File: config.mk
export PLATFORM = sky130hd
export DESIGN_NAME = mul_add_pipe_flat
export DESIGN_NICKNAME = d
export VERILOG_FILES = /design/src/rtl/mul_add_pipe_if.sv /design/src/rtl/mul_add_pipe.sv /design/src/flat_wrapper.sv
export SDC_FILE = /design/constraint.sdc
export NUM_CORES = 2
export LEC_CHECK = 0
export ABC_AREA = 1
export ABC_CLOCK_PERIOD_IN_PS = 8250
export BUFFER_PORTS_ARGS = -buffer_cell sky130_fd_sc_hd__buf_2
export CORE_MARGIN = 5
export CORE_UTILIZATION = 45
export CTS_CLUSTER_DIAMETER = 80
export DETAILED_ROUTE_END_ITERATION = 8
export PLACE_DENSITY = 0.61
export SYNTH_ARGS = -nofsm -noshare
export SYNTH_HDL_FRONTEND = slang
export SYNTH_SLANG_ARGS = --single-unit
File: constraint.sdc
create_clock -name clk -period 8.25 [get_ports clk]
set_input_delay 1.65 -clock clk [delete_from_list [all_inputs] [get_ports clk]]
set_output_delay 1.65 -clock clk [all_outputs]
set_load 0.01 [all_outputs]
File: src/rtl/mul_add_pipe_if.sv
// mul_add_pipe_if: operand/result stream bundle for mul_add_pipe.
//   master : producer/consumer side (drives operands, in_valid, out_ready)
//   slave  : pipeline side (drives in_ready, out_valid, out, out_tag)
// Signals: in_valid/in_ready, x, y, z, in_tag, out_valid/out_ready, out, out_tag.
interface mul_add_pipe_if #(
   parameter int WIDTH = 32,
   parameter int TAG_W = 4
);
   logic             in_valid;
   logic             in_ready;
   logic [WIDTH-1:0] x;
   logic [WIDTH-1:0] y;
   logic [WIDTH-1:0] z;
   logic [TAG_W-1:0] in_tag;
   logic             out_valid;
   logic             out_ready;
   logic [WIDTH-1:0] out;
   logic [TAG_W-1:0] out_tag;

   modport master (
      output in_valid, x, y, z, in_tag, out_ready,
      input  in_ready, out_valid, out, out_tag
   );

   modport slave (
      input  in_valid, x, y, z, in_tag, out_ready,
      output in_ready, out_valid, out, out_tag
   );
endinterface

File: src/rtl/mul_add_pipe.sv
// mul_add_pipe: out = (x*y truncated to WIDTH) + z over an input register
// followed by STAGES compute registers, with valid/ready flow control and a
// tag carried alongside each operand set.
//
// Parameters: WIDTH (operand/result bits), STAGES (compute stages, >=1),
//             TAG_W (sideband tag bits).
// Ports:
//   clk  - clock, all state on rising edge
//   rst  - synchronous active-high reset, clears every register
//   bus  - mul_add_pipe_if.slave: in_valid/in_ready, x, y, z, in_tag,
//          out_valid/out_ready, out, out_tag
//
// Build option: define MUL_ADD_PIPE_SAT_EN to make the final add saturate
// at 2^WIDTH-1 instead of wrapping. Timing and handshake are unchanged.
module mul_add_pipe #(
   parameter int WIDTH  = 32,
   parameter int STAGES = 2,
   parameter int TAG_W  = 4
) (
   input  logic          clk,
   input  logic          rst,
   mul_add_pipe_if.slave bus
);

   // input register
   logic             v0_q, v0_d;
   logic [WIDTH-1:0] x0_q, x0_d;
   logic [WIDTH-1:0] y0_q, y0_d;
   logic [WIDTH-1:0] z0_q, z0_d;
   logic [TAG_W-1:0] t0_q, t0_d;

   // compute stages 1..STAGES; a_* holds the product, or the sum in the
   // last stage. zc_* carries the addend up to the adding stage.
   logic             v_q  [1:STAGES];
   logic             v_d  [1:STAGES];
   logic [WIDTH-1:0] a_q  [1:STAGES];
   logic [WIDTH-1:0] a_d  [1:STAGES];
   logic [WIDTH-1:0] zc_q [1:STAGES];
   logic [WIDTH-1:0] zc_d [1:STAGES];
   logic [TAG_W-1:0] t_q  [1:STAGES];
   logic [TAG_W-1:0] t_d  [1:STAGES];

   logic             en;
   logic [WIDTH-1:0] prod0;
   logic             v_prev;
   logic [WIDTH-1:0] p_prev;
   logic [WIDTH-1:0] z_prev;
   logic [TAG_W-1:0] t_prev;

   // WIDTH-bit context keeps only the low half of the product
   assign prod0 = x0_q * y0_q;

   function automatic logic [WIDTH-1:0] add_f(input logic [WIDTH-1:0] p,
                                              input logic [WIDTH-1:0] a);
`ifdef MUL_ADD_PIPE_SAT_EN
      logic [WIDTH:0] s;
      s = {1'b0, p} + {1'b0, a};
      return s[WIDTH] ? {WIDTH{1'b1}} : s[WIDTH-1:0];
`else
      return p + a;
`endif
   endfunction

   always_comb begin
      // whole pipe advances only when the output slot is free or draining
      en     = !v_q[STAGES] || bus.out_ready;
      v0_d   = v0_q;
      x0_d   = x0_q;
      y0_d   = y0_q;
      z0_d   = z0_q;
      t0_d   = t0_q;
      v_d    = v_q;
      a_d    = a_q;
      zc_d   = zc_q;
      t_d    = t_q;
      v_prev = v0_q;
      p_prev = prod0;
      z_prev = z0_q;
      t_prev = t0_q;
      if (en) begin
         v0_d = bus.in_valid;
         x0_d = bus.x;
         y0_d = bus.y;
         z0_d = bus.z;
         t0_d = bus.in_tag;
         // walk the stages, each loading what its predecessor held
         for (int s = 1; s <= STAGES; s++) begin
            v_d[s] = v_prev;
            t_d[s] = t_prev;
            if (s == STAGES) begin
               a_d[s] = add_f(p_prev, z_prev);
            end else begin
               a_d[s]  = p_prev;
               zc_d[s] = z_prev;
            end
            v_prev = v_q[s];
            p_prev = a_q[s];
            z_prev = zc_q[s];
            t_prev = t_q[s];
         end
      end
   end

   always_ff @(posedge clk) begin
      if (rst) begin
         v0_q <= 1'b0;
         x0_q <= '0;
         y0_q <= '0;
         z0_q <= '0;
         t0_q <= '0;
         for (int s = 1; s <= STAGES; s++) begin
            v_q[s]  <= 1'b0;
            a_q[s]  <= '0;
            zc_q[s] <= '0;
            t_q[s]  <= '0;
         end
      end else begin
         v0_q <= v0_d;
         x0_q <= x0_d;
         y0_q <= y0_d;
         z0_q <= z0_d;
         t0_q <= t0_d;
         v_q  <= v_d;
         a_q  <= a_d;
         zc_q <= zc_d;
         t_q  <= t_d;
      end
   end

   assign bus.in_ready  = en;
   assign bus.out_valid = v_q[STAGES];
   assign bus.out       = a_q[STAGES];
   assign bus.out_tag   = t_q[STAGES];

endmodule
File: src/flat_wrapper.sv
// flat-port wrapper written by rule: the top's interface ports become plain ports
module mul_add_pipe_flat 
#(
   parameter int WIDTH  = 32,
   parameter int STAGES = 2,
   parameter int TAG_W  = 4
)
  (clk, rst, bus_in_valid, bus_x, bus_y, bus_z, bus_in_tag, bus_out_ready, bus_in_ready, bus_out_valid, bus_out, bus_out_tag);
  mul_add_pipe_if #(.WIDTH(WIDTH), .TAG_W(TAG_W)) bus_i ();
  input  logic clk;
  input  logic rst;
  input wire logic [$bits(bus_i.in_valid)-1:0] bus_in_valid;
  input wire logic [$bits(bus_i.x)-1:0] bus_x;
  input wire logic [$bits(bus_i.y)-1:0] bus_y;
  input wire logic [$bits(bus_i.z)-1:0] bus_z;
  input wire logic [$bits(bus_i.in_tag)-1:0] bus_in_tag;
  input wire logic [$bits(bus_i.out_ready)-1:0] bus_out_ready;
  output wire logic [$bits(bus_i.in_ready)-1:0] bus_in_ready;
  output wire logic [$bits(bus_i.out_valid)-1:0] bus_out_valid;
  output wire logic [$bits(bus_i.out)-1:0] bus_out;
  output wire logic [$bits(bus_i.out_tag)-1:0] bus_out_tag;
  assign bus_i.in_valid = bus_in_valid;
  assign bus_i.x = bus_x;
  assign bus_i.y = bus_y;
  assign bus_i.z = bus_z;
  assign bus_i.in_tag = bus_in_tag;
  assign bus_i.out_ready = bus_out_ready;
  assign bus_in_ready = bus_i.in_ready;
  assign bus_out_valid = bus_i.out_valid;
  assign bus_out = bus_i.out;
  assign bus_out_tag = bus_i.out_tag;
  mul_add_pipe #(.WIDTH(WIDTH), .STAGES(STAGES), .TAG_W(TAG_W)) u_core (.clk(clk), .rst(rst), .bus(bus_i));
endmodule
==> qor.csv <==
metric,value,unit
syn_inst,3444,
rsz0062_at_grt,false,
hold_viol,0,
clkSlewWorstSetupHoldPaths,60,ps
netlist_area,25800,um2
synth_compound_area_frac,0.0894,
yosysSeqAreaShare,0.161,
required,8650,ps
cap_viol_max_count,0,
antenna_found_initial,0,
nets,4117,
dpl_worst_slack,1120,ps
hold_ws,475,ps
cp-end-kind,flop,
ctsResizeCount,0,
route.detailed.drc,0,
grt_pass1_wl,114,mm
io_pins,142,
cts.path.max_buffers,3,
leakage,16.2,nW
ys_top_cells_by_area,"fa_1 32%, dfxtp_1 16%, inv_1 12%",
die_h,249,um
ys_warn_count,0,
status,finished clean,
die_w,249,um
mappedNetlistNets,4111,
tritoncts,done,
synth_edf_count,0,
insertion_delay,550,ps
multi_input_area,17600,um2
finalMaxSlewViolations,0,
worst_slew_pin_slew,1180,ps
initial_core_util,0.456,
final_area,27700,um2
wl_per_cell,16.8,um
die_area,62200,um2
critPathLaunchType,flop,
muxShareOfSynthArea,0,
synth-seq-cells,207,
final_core_util,0.489,
synth_top_family_by_area,adder cells,
synth_top_area_share,0.317,
finClkSkew,36.6,ps
place.gp.congestion,0.908,
max_slew_margin,0.214,
dpl.hpwl,57.3,mm
cts_max_level,1,
port-buffer-count,141,
hold_buffers,0,
setup_viol,0,
finalCritPeriodShare,0.875,
cts_buffers,24,
max_freq,0.139,GHz
peakVddDrop,0.000176,V
firstDrtPassIters,7,
synth_flop_cell,dfxtp_1,
yosys.area_share.simple,0.182,
num_vias,20700,
grt_usage,0.227,
setup_ws,1030,ps
crit_path_max_fanout,18,
drtAntennaViolNets,0,
p_per_area,229,nW/um2
post-cts-setup-buffer-count,0,
synth_xor_area_frac,0.0183,
viasPerCell,4.90,
coreArea,56600,um2
drive_gt1_frac,0.0793,
fillers,5788,
grt_max_degree,187,
ys_async_sr_fraction,0,
synth_most_common_cell,inv_1,
drt_iter0_drc,1322,
min_path_type,flop to flop,
yosysUniqueCellTypes,50,
min_period,7220,ps
overflow,0,
synth_area_leader_cell,fa_1,
area_growth,7.21,%
place_area,26900,um2
synth_fa_ha_area_frac,0.392,
critPathArrivalTime,7610,ps
tns,0,ps
final-seq-area,4140,um2
num_antenna_cells,0,
row_count,87,
grt_pass1_vias,20600,
synthTopCellsByCount,"812 x inv_1, 720 x nand2_1, 409 x fa_1, 349 x nor2_1, 213 x o21ai_0",
worstSetupPathType,flop to flop,
root_buffer,clkbuf_16,
syn_area_per_cell,7.49,um2
cts.sinks,207,
wirelength,70.9,mm
==> worst max-delay path, stage by stage, from the launching register on <==
cell and delay, ps:
dfxtp_1 980, nand2_1 190, fa_1 560, inv_1 50, fa_1 420, inv_1 70, fa_1 450, fa_1 490
inv_1 50, fa_1 490, inv_1 50, fa_1 580, fa_1 450, fa_1 520, inv_1 50, ha_1 340
a21oi_1 170, o21ai_0 120, a21oi_1 210, nand3_2 160, nand2_1 100, o211ai_2 100, a21oi_1 190, xor2_1 160
a21oi_1 80
==> stage by stage <==
stage                     total power [mW]  instances
after floorplan                       4.14       3444
after global placement                5.25       4180
after detailed placement              5.24       4180
after CTS                             6.36       4223
after global routing                  6.94       4223
final                                 6.32       4223
==> cell families (layout without fill, tap and decap cells) <==
| logic type | Yosys count | count (layout) |
|---|---|---|
| adders and majority gates | 563 | 563 |
| xor gates and xnor gates | 54 | 54 |
| and+or+nand+nor | 1181 | 1181 |
| buffers and inverters | 1033 | 1056 |
| AOI/OAI and AO/OA | 406 | 406 |
| DFF | 207 | 207 |
==> metal layers <==
layer,track usage,share of wire,up-vias
met5,0,0,-
met4,0.0535,0.025,0
met3,0.0452,0.074,100
met2,0.356,0.45,587
met1,0.327,0.46,9875
li1,-,-,10100
==> final cells by class <==
class | instances | share of cell area
Inverter | 820 | 0.112
Clock inverter | 12 | 0.00380
Timing Repair Buffer | 193 | 0.0401
Tap cell | 756 | 0.0342
Multi-Input combinational cell | 2204 | 0.636
Sequential cell | 207 | 0.150
Clock buffer | 31 | 0.0248
==> sequential cells by signal (all words and copies together), names as in the netlist <==
name                  cells
u_core.a_q               32
u_core.z0_q              32
u_core.v0_q               1
u_core.zc_q              32
u_core.t_q                4
u_core.t0_q               4
u_core.bus.out           32
u_core.y0_q              32
u_core.v_q                1
u_core.bus.out_tag        4
u_core.x0_q              32
u_core.bus.out_valid      1
==> worst paths after layout <==
kind | start | to | slack, ps | depth (start not counted)
worst max-delay path | u_core.y0_q[8] | u_core.a_q[62] | 1030 | 24
worst min-delay path | u_core.z0_q[9] | u_core.z0_q[9] | 470 | 2
worst max register to register | u_core.y0_q[8] | u_core.a_q[62] | 1030 | 24
worst min register to register | u_core.z0_q[9] | u_core.z0_q[9] | 470 | 2
==> cells in the final DEF, fill, tap and decap left out, drive strengths merged, types with 29 or more instances in the layout <==
cell type,Yosys,layout
dfxtp,207,207
nor2,350,350
inv,817,821
ha,154,154
o21ai,222,222
o21bai,29,29
nand3,69,69
xor2,31,31
clkbuf,135,31
buf,78,193
fa,409,409
nand2,732,732
a21oi,90,90
==> power by group <==
part | switching (mW) | total [mW] | internal (mW)
sequential | 0.189 | 1.34 | 1.15
combinational | 2.42 | 3.93 | 1.50
clock | 0.462 | 1.06 | 0.597
total | 3.07 | 6.32 | 3.25
No activity file was read; power rests on OpenSTA's default activity.
